## src/rtl/echo_pkg.sv

```systemverilog
// rtl/echo_pkg.sv - shared types and default constants for the echo processor
package echo_pkg;

    typedef enum logic [2:0] {
        ST_CLEAR = 3'd0,
        ST_IDLE  = 3'd1,
        ST_RD    = 3'd2,
        ST_MIX   = 3'd3,
        ST_WR    = 3'd4
    } state_t;

    localparam int DATA_W_DEF    = 12;
    localparam int ADDR_W_DEF    = 8;
    localparam int DELAY_RST_DEF = 64;

    // Offset-binary midscale for the default sample width (silence on the DAC).
    localparam logic [DATA_W_DEF-1:0] MIDSCALE = {1'b1, {(DATA_W_DEF-1){1'b0}}};

endpackage

```

## src/rtl/quad_decoder.sv

```systemverilog
// rtl/quad_decoder.sv - quadrature encoder synchronizer, step decode and saturating delay counter
module quad_decoder
    import echo_pkg::*;
#(
    parameter int ADDR_W    = ADDR_W_DEF,
    parameter int DELAY_RST = DELAY_RST_DEF
) (
    input  logic              clk_i,
    input  logic              rst_i,
    input  logic              enc_a_i,
    input  logic              enc_b_i,
    output logic [ADDR_W-1:0] delay_o
);

    localparam logic [ADDR_W-1:0] DLY_MAX = {ADDR_W{1'b1}};
    localparam logic [ADDR_W-1:0] DLY_MIN = ADDR_W'(1);

    logic [1:0]        sync1_q;
    logic [1:0]        sync2_q;
    logic [1:0]        prev_q;
    logic [ADDR_W-1:0] delay_q;
    logic [ADDR_W-1:0] delay_d;

    // Two-flop synchronizer for {A,B} plus one history stage to detect entry into 00.
    always_ff @(posedge clk_i or posedge rst_i) begin
        if (rst_i) begin
            sync1_q <= 2'b00;
            sync2_q <= 2'b00;
            prev_q  <= 2'b00;
        end else begin
            sync1_q <= {enc_a_i, enc_b_i};
            sync2_q <= sync1_q;
            prev_q  <= sync2_q;
        end
    end

    // Step only on arrival at 00; coming from 11 changed both phases and is treated as noise.
    always_comb begin
        delay_d = delay_q;
        if ((sync2_q == 2'b00) && (prev_q != 2'b00)) begin
            if ((prev_q == 2'b01) && (delay_q != DLY_MAX)) begin
                delay_d = delay_q + ADDR_W'(1);
            end else if ((prev_q == 2'b10) && (delay_q != DLY_MIN)) begin
                delay_d = delay_q - ADDR_W'(1);
            end
        end
    end

    // Delay counter register.
    always_ff @(posedge clk_i or posedge rst_i) begin
        if (rst_i) begin
            delay_q <= ADDR_W'(DELAY_RST);
        end else begin
            delay_q <= delay_d;
        end
    end

    assign delay_o = delay_q;

endmodule

```

## src/rtl/echo_processor.sv

```systemverilog
// rtl/echo_processor.sv - delay-line echo processor with buffer clear, feedback mix and encoder-set delay
module echo_processor
    import echo_pkg::*;
#(
    parameter int DATA_W    = DATA_W_DEF,
    parameter int ADDR_W    = ADDR_W_DEF,
    parameter int DELAY_RST = DELAY_RST_DEF
) (
    input  logic              sclk,
    input  logic              reset,
    input  logic              en,
    input  logic              mode,
    input  logic              encA,
    input  logic              encB,
    input  logic              sample_in,
    input  logic [DATA_W-1:0] adc_data,
    output logic [DATA_W-1:0] dac_data,
    output logic              dac_valid,
    output logic [ADDR_W-1:0] delay,
    output logic              ready,
    output logic              overrun
);

    localparam int                DEPTH = 2 ** ADDR_W;
    localparam logic [DATA_W-1:0] MID   = {1'b1, {(DATA_W-1){1'b0}}};
    localparam logic [ADDR_W-1:0] LAST  = {ADDR_W{1'b1}};

    state_t state_q;
    state_t state_d;

    logic [ADDR_W-1:0] clr_cnt_q;
    logic [ADDR_W-1:0] wr_ptr_q;
    logic [ADDR_W-1:0] dly_q;
    logic [DATA_W-1:0] x_q;
    logic              mode_q;
    logic              en_q;
    logic [DATA_W-1:0] rd_data_q;
    logic [DATA_W-1:0] y_q;
    logic [DATA_W-1:0] dac_data_q;
    logic              dac_valid_q;
    logic              overrun_q;

    logic              ready_c;
    logic              clr_we_c;
    logic              latch_c;
    logic              mix_c;
    logic              wr_c;

    logic              mem_we;
    logic [ADDR_W-1:0] mem_waddr;
    logic [DATA_W-1:0] mem_wdata;
    logic [ADDR_W-1:0] rd_addr;
    logic [DATA_W-1:0] mem [DEPTH];

    logic [DATA_W-1:0]        x_in;
    logic signed [DATA_W:0]   sum;
    logic [DATA_W-1:0]        y_mix;
    logic [ADDR_W-1:0]        enc_delay;

    quad_decoder #(
        .ADDR_W    (ADDR_W),
        .DELAY_RST (DELAY_RST)
    ) u_quad_decoder (
        .clk_i   (sclk),
        .rst_i   (reset),
        .enc_a_i (encA),
        .enc_b_i (encB),
        .delay_o (enc_delay)
    );

    // FSM state register.
    always_ff @(posedge sclk or posedge reset) begin
        if (reset) begin
            state_q <= ST_CLEAR;
        end else begin
            state_q <= state_d;
        end
    end

    // FSM next state: clear sweep, then a fixed IDLE->RD->MIX->WR pass per sample.
    always_comb begin
        state_d = state_q;
        case (state_q)
            ST_CLEAR: if (clr_cnt_q == LAST) state_d = ST_IDLE;
            ST_IDLE:  if (sample_in) state_d = ST_RD;
            ST_RD:    state_d = ST_MIX;
            ST_MIX:   state_d = ST_WR;
            ST_WR:    state_d = ST_IDLE;
            default:  state_d = ST_CLEAR;
        endcase
    end

    // FSM outputs: per-state strobes that drive the datapath.
    always_comb begin
        ready_c  = 1'b0;
        clr_we_c = 1'b0;
        latch_c  = 1'b0;
        mix_c    = 1'b0;
        wr_c     = 1'b0;
        case (state_q)
            ST_CLEAR: clr_we_c = 1'b1;
            ST_IDLE: begin
                ready_c = 1'b1;
                latch_c = sample_in;
            end
            ST_MIX:   mix_c = 1'b1;
            ST_WR:    wr_c  = 1'b1;
            default: ;
        endcase
    end

    // Offset-binary to two's complement is a flip of the MSB; the inverse is the same flip.
    assign x_in = {~adc_data[DATA_W-1], adc_data[DATA_W-2:0]};
    assign sum  = {x_q[DATA_W-1], x_q} + {rd_data_q[DATA_W-1], rd_data_q};
    assign y_mix = DATA_W'(sum >>> 1);

    // The read address uses the delay latched at sample start, so encoder motion mid-sample is deferred.
    assign rd_addr   = wr_ptr_q - dly_q;
    assign mem_we    = clr_we_c | (wr_c & en_q);
    assign mem_waddr = clr_we_c ? clr_cnt_q : wr_ptr_q;
    assign mem_wdata = clr_we_c ? '0 : y_q;

    // Delay buffer: one write port, one registered read port.
    always_ff @(posedge sclk) begin
        if (mem_we) begin
            mem[mem_waddr] <= mem_wdata;
        end
        rd_data_q <= mem[rd_addr];
    end

    // Datapath: sample latch, mix result, output register, pointers and sticky overrun.
    always_ff @(posedge sclk or posedge reset) begin
        if (reset) begin
            clr_cnt_q   <= '0;
            wr_ptr_q    <= '0;
            dly_q       <= ADDR_W'(DELAY_RST);
            x_q         <= '0;
            mode_q      <= 1'b0;
            en_q        <= 1'b0;
            y_q         <= '0;
            dac_data_q  <= MID;
            dac_valid_q <= 1'b0;
            overrun_q   <= 1'b0;
        end else begin
            dac_valid_q <= wr_c;
            if (clr_we_c) begin
                clr_cnt_q <= clr_cnt_q + ADDR_W'(1);
            end
            if (latch_c) begin
                x_q    <= x_in;
                mode_q <= mode;
                en_q   <= en;
                dly_q  <= enc_delay;
            end
            if (mix_c) begin
                y_q <= mode_q ? y_mix : x_q;
            end
            if (wr_c) begin
                dac_data_q <= en_q ? {~y_q[DATA_W-1], y_q[DATA_W-2:0]} : MID;
                if (en_q) begin
                    wr_ptr_q <= wr_ptr_q + ADDR_W'(1);
                end
            end
            if (sample_in && (state_q != ST_IDLE) && (state_q != ST_CLEAR)) begin
                overrun_q <= 1'b1;
            end
        end
    end

    assign dac_data  = dac_data_q;
    assign dac_valid = dac_valid_q;
    assign delay     = enc_delay;
    assign ready     = ready_c;
    assign overrun   = overrun_q;

endmodule

```

## config.mk

```make
export PLATFORM = sky130hd
export DESIGN_NAME = echo_processor
export DESIGN_NICKNAME = d
export VERILOG_FILES = /design/src/rtl/echo_pkg.sv /design/src/rtl/quad_decoder.sv /design/src/rtl/echo_processor.sv
export SDC_FILE = /design/constraint.sdc
export NUM_CORES = 2
export LEC_CHECK = 0
export BUFFER_PORTS_ARGS = -buffer_cell sky130_fd_sc_hd__buf_2
export CORE_MARGIN = 10
export CORE_UTILIZATION = 30
export CTS_BUF_LIST = sky130_fd_sc_hd__clkbuf_8
export CTS_CLUSTER_SIZE = 16
export DETAILED_ROUTE_END_ITERATION = 16
export PLACE_DENSITY_LB_ADDON = 0.3
export SYNTH_ARGS = -nofsm -noshare
export SYNTH_HDL_FRONTEND = slang
export SYNTH_SLANG_ARGS = --single-unit
```

## constraint.sdc

```tcl
create_clock -name sclk -period 14.3 [get_ports sclk]
set_input_delay 3.575 -clock sclk [delete_from_list [all_inputs] [get_ports sclk]]
set_output_delay 3.575 -clock sclk [all_outputs]
set_load 0.02 [all_outputs]
```

==> flow_summary_export.csv <==
group,metric,value,unit
synth,synth_ff_type,"edfxtp_1",
layout,drive_above_1_share,31.1,%
global_route,grt_overflow,0,
timing,hold_viol,0,
routing,totalWireLength,328000,um
synth,ys_warn_count,0,
routing,vias_per_cell,5.01,
worst_setup_path,required,15.31,ns
run_status,outcome,"finished clean",
timing,period_minus_slack,6.24,ns
clock_tree,postCtsHoldBufs,0,
die,die_y,660,um
routing,drc,0,
place,port_buffers,41,
worst_setup_path,endpoint_kind,"register",
worst_setup_path,reg2reg_from,"wr_ptr_q[0]",
timing,worstMarginPinSlew,1.31,ns
worst_setup_path,crit_buf_inv,4,
worst_setup_path,path_delay_family,"buffers and inverters",
timing,finalSetupViolCount,0,
worst_setup_path,path_class,"reg2reg",
clock_tree,clockBufferDepth,4,
routing,wire_per_inst,27.6,um
global_route,grtUsageTotal,14.7,%
worst_setup_path,worstPathMaxFanout,80,
clock_tree,cts_resized,0,
clock_tree,cts_htree_levels,6,
synth,synth_fa_ha_area_share,0.277,%
synth,synthCells,5530,
timing,max_slew_margin,12.4,%
timing,max_freq,160,MHz
synth,ys_seq_area_share,76.9,%
global_route,grt_pass1_wl,469000,um
layout,final_cell_mix,"edfxtp_1, mux4_2, clkbuf_8",
synth,synth_xor_area_share,0.312,%
global_route,grt_pass1_vias,61700,
flow_run,max-cap-violations,0,
clock_tree,path_clk_slew,0.07,ns
layout,final_common_cell,"edfxtp_1",
die,die_w,660,um
die,dieArea,436000,um2
synth,synth_top_family_by_area,"multiplexers",
place,hpwlAfterDp,192000,um
die,core_area,407000,um2
synth,synth-seq-cells,3165,
routing,antenna_left,0,
hold_path,hp-class,"reg2reg",
clock_tree,cts_root_buf,"clkbuf_8",
synth,synth_compound_area_share,1.38,%
global_route,antenna_found_initial,20,
routing,vias,59500,
layout,area_delta_synth_final,14.3,%
worst_setup_path,critPathCapture,"rd_data_q[0]",
clock_tree,cts_tree,"yes",
timing,final.setup.tns,0,ns
timing,slew_violations,0,
layout,fillerInstances,37800,
routing,drt_iter0_drc,6634,
layout,layout.nets,6078,
synth,async_flop_share,2.56,%
routing,drt-pass1-iter-count,6,
worst_setup_path,cpMaxStageDelayCell,"ha_4",
die,io_pins,42,
worst_setup_path,rrSetupSlack,8.06,ns
synth,synth_mux_area_share,17.3,%
worst_setup_path,cpPeakStageDelay,0.86,ns
timing,fin_crit_sh,43.6,%
place,gp_congestion,0.778,
worst_setup_path,crit_start,"wr_ptr_q[0]",
synth,synth_edf_count,3072,
global_route,grt_max_degree,185,
clock_tree,post-cts-setup-buffer-count,0,
die,rows,234,
synth,synth_nets,5575,
worst_setup_path,crit_arrival,7.25,ns
worst_setup_path,path_cells,"inv_1, ha_4, buf_12, buf_4, buf_4, mux4_2, mux4_2, mux2i_1, nor3_1, a31oi_1, nand4_1",
timing,rsz0062_at_grt,"no",
synth,synth-simple-area-share,2.53,%
worst_setup_path,r2r_end,"rd_data_q[0]",
synth,synth_area_per_cell,22.2,um2
die,start_util,30.2,%
worst_setup_path,path_depth,11,
synth,synth_area,123000,um2
clock_tree,clk_latency,1.15,ns
worst_setup_path,worst-r2r-cell-count,11,
synth,synth_cell_types,65,
clock_tree,clock_sinks,3165,
clock_tree,cts_made_buffers,525,
worst_setup_path,start_kind,"register",
timing,skew,0.0534,ns
[synthesized netlist by cell type, types with 3 or more instances]
library cell | number | area, um2
dfxtp_1 | 12 | 240
mux2_2 | 16 | 180
nor2_1 | 290 | 1090
nor3_1 | 24 | 120
nand3b_1 | 17 | 128
a32oi_1 | 56 | 490
buf_1 | 13 | 48.8
a31oi_1 | 27 | 169
o31ai_1 | 5 | 37.5
o21a_1 | 30 | 225
and2_1 | 18 | 113
xnor2_1 | 26 | 228
a31o_2 | 4 | 35.0
inv_1 | 21 | 78.8
mux4_2 | 893 | 20100
buf_4 | 32 | 240
edfxtp_1 | 3072 | 92200
a22oi_1 | 9 | 67.6
o21ai_0 | 25 | 125
or3_1 | 8 | 50.1
buf_6 | 6 | 67.6
clkbuf_1 | 154 | 578
a2bb2oi_1 | 19 | 166
nand2b_1 | 7 | 43.8
a21o_1 | 5 | 37.5
xor2_1 | 14 | 123
o2111ai_1 | 3 | 26.3
a21oi_1 | 18 | 90.1
mux2i_1 | 102 | 1020
dfstp_2 | 3 | 78.8
nor4_1 | 5 | 31.3
nand2_1 | 273 | 1020
a2111oi_0 | 3 | 26.3
and3_1 | 8 | 50.1
dfrtp_1 | 78 | 1950
buf_2 | 99 | 495
nand4_1 | 19 | 119
nand3_1 | 57 | 285
ha_1 | 24 | 300
[registers in the layout (all words and copies together), names as in the netlist, 8 cells and up]
name and cells:
u_quad_decoder.delay_o 8, mem 3072, rd_data_q 12, wr_ptr_q 8, dly_q 8, dac_data 12
y_q 12, x_q 12, clr_cnt_q 8
[cell type report]
class / instances / area, um2 / share of cell area (%)
tap: 5428 / 6790 / 4.83
multi-input combinational: 2040 / 27400 / 19.5
inverter: 21 / 80.1 / 0.0570
clock inverter: 392 / 2140 / 1.52
timing repair buffer: 280 / 2180 / 1.55
antenna: 10 / 25.0 / 0.0178
clock buffer: 538 / 7400 / 5.27
sequential: 3165 / 94500 / 67.3
[layer usage]
| layer | wire, um | part of all wire, % | global-route usage (%) | up-vias |
|---|---|---|---|---|
| li1 | - | - | - | 24300 |
| met3 | 23500 | 7.2 | 2.61 | 472 |
| met5 | 34 | 0.010 | 0 | - |
| met4 | 8150 | 2.5 | 4.12 | 4 |
| met1 | 139000 | 42 | 20.6 | 32400 |
| met2 | 157000 | 48 | 23.7 | 2312 |
[cells by family (layout without fill, tap and decap cells)]
kind of cell / count (synthesis) / count (layout)
DFF: 3165 / 3165
muxes: 1011 / 1011
and+or+nand+nor: 734 / 734
buffers and inverters: 325 / 1231
AOI/OAI and AO/OA: 227 / 227
xor gates and xnor gates: 42 / 42
adders and majority gates: 26 / 26
other: 0 / 10
[metrics by stage]
step	util [%]	setup slack [ns]	hold WS (ns)	instances	instance area, um2
floorplan	-	8.65	0.331	5530	123000
global placement	32.1	7.71	0.333	10900	131000
detailed placement	32.1	7.83	0.343	10900	131000
CTS	34.5	7.84	0.356	11900	140000
global route	34.5	7.58	0.347	11900	140000
finish	34.5	8.06	0.351	11900	141000
[worst min path at each step]
stage                               from                        end  slack [ns]  cells past startpoint
6_report       u_quad_decoder.sync1_q[0]  u_quad_decoder.sync2_q[0]        0.35                      0
5_1_grt        u_quad_decoder.sync1_q[1]  u_quad_decoder.sync2_q[1]        0.35                      0
4_1_cts        u_quad_decoder.sync1_q[0]  u_quad_decoder.sync2_q[0]        0.36                      0
3_5_place_dp   u_quad_decoder.sync1_q[0]  u_quad_decoder.sync2_q[0]        0.34                      0
3_3_place_gp   u_quad_decoder.sync1_q[0]  u_quad_decoder.sync2_q[0]        0.33                      0
2_1_floorplan  u_quad_decoder.sync1_q[0]  u_quad_decoder.sync2_q[0]        0.33                      0
Power is left out: the tool's default activity adds up to more than one toggle a clock period on the data nets, which glitch-free logic cannot reach.
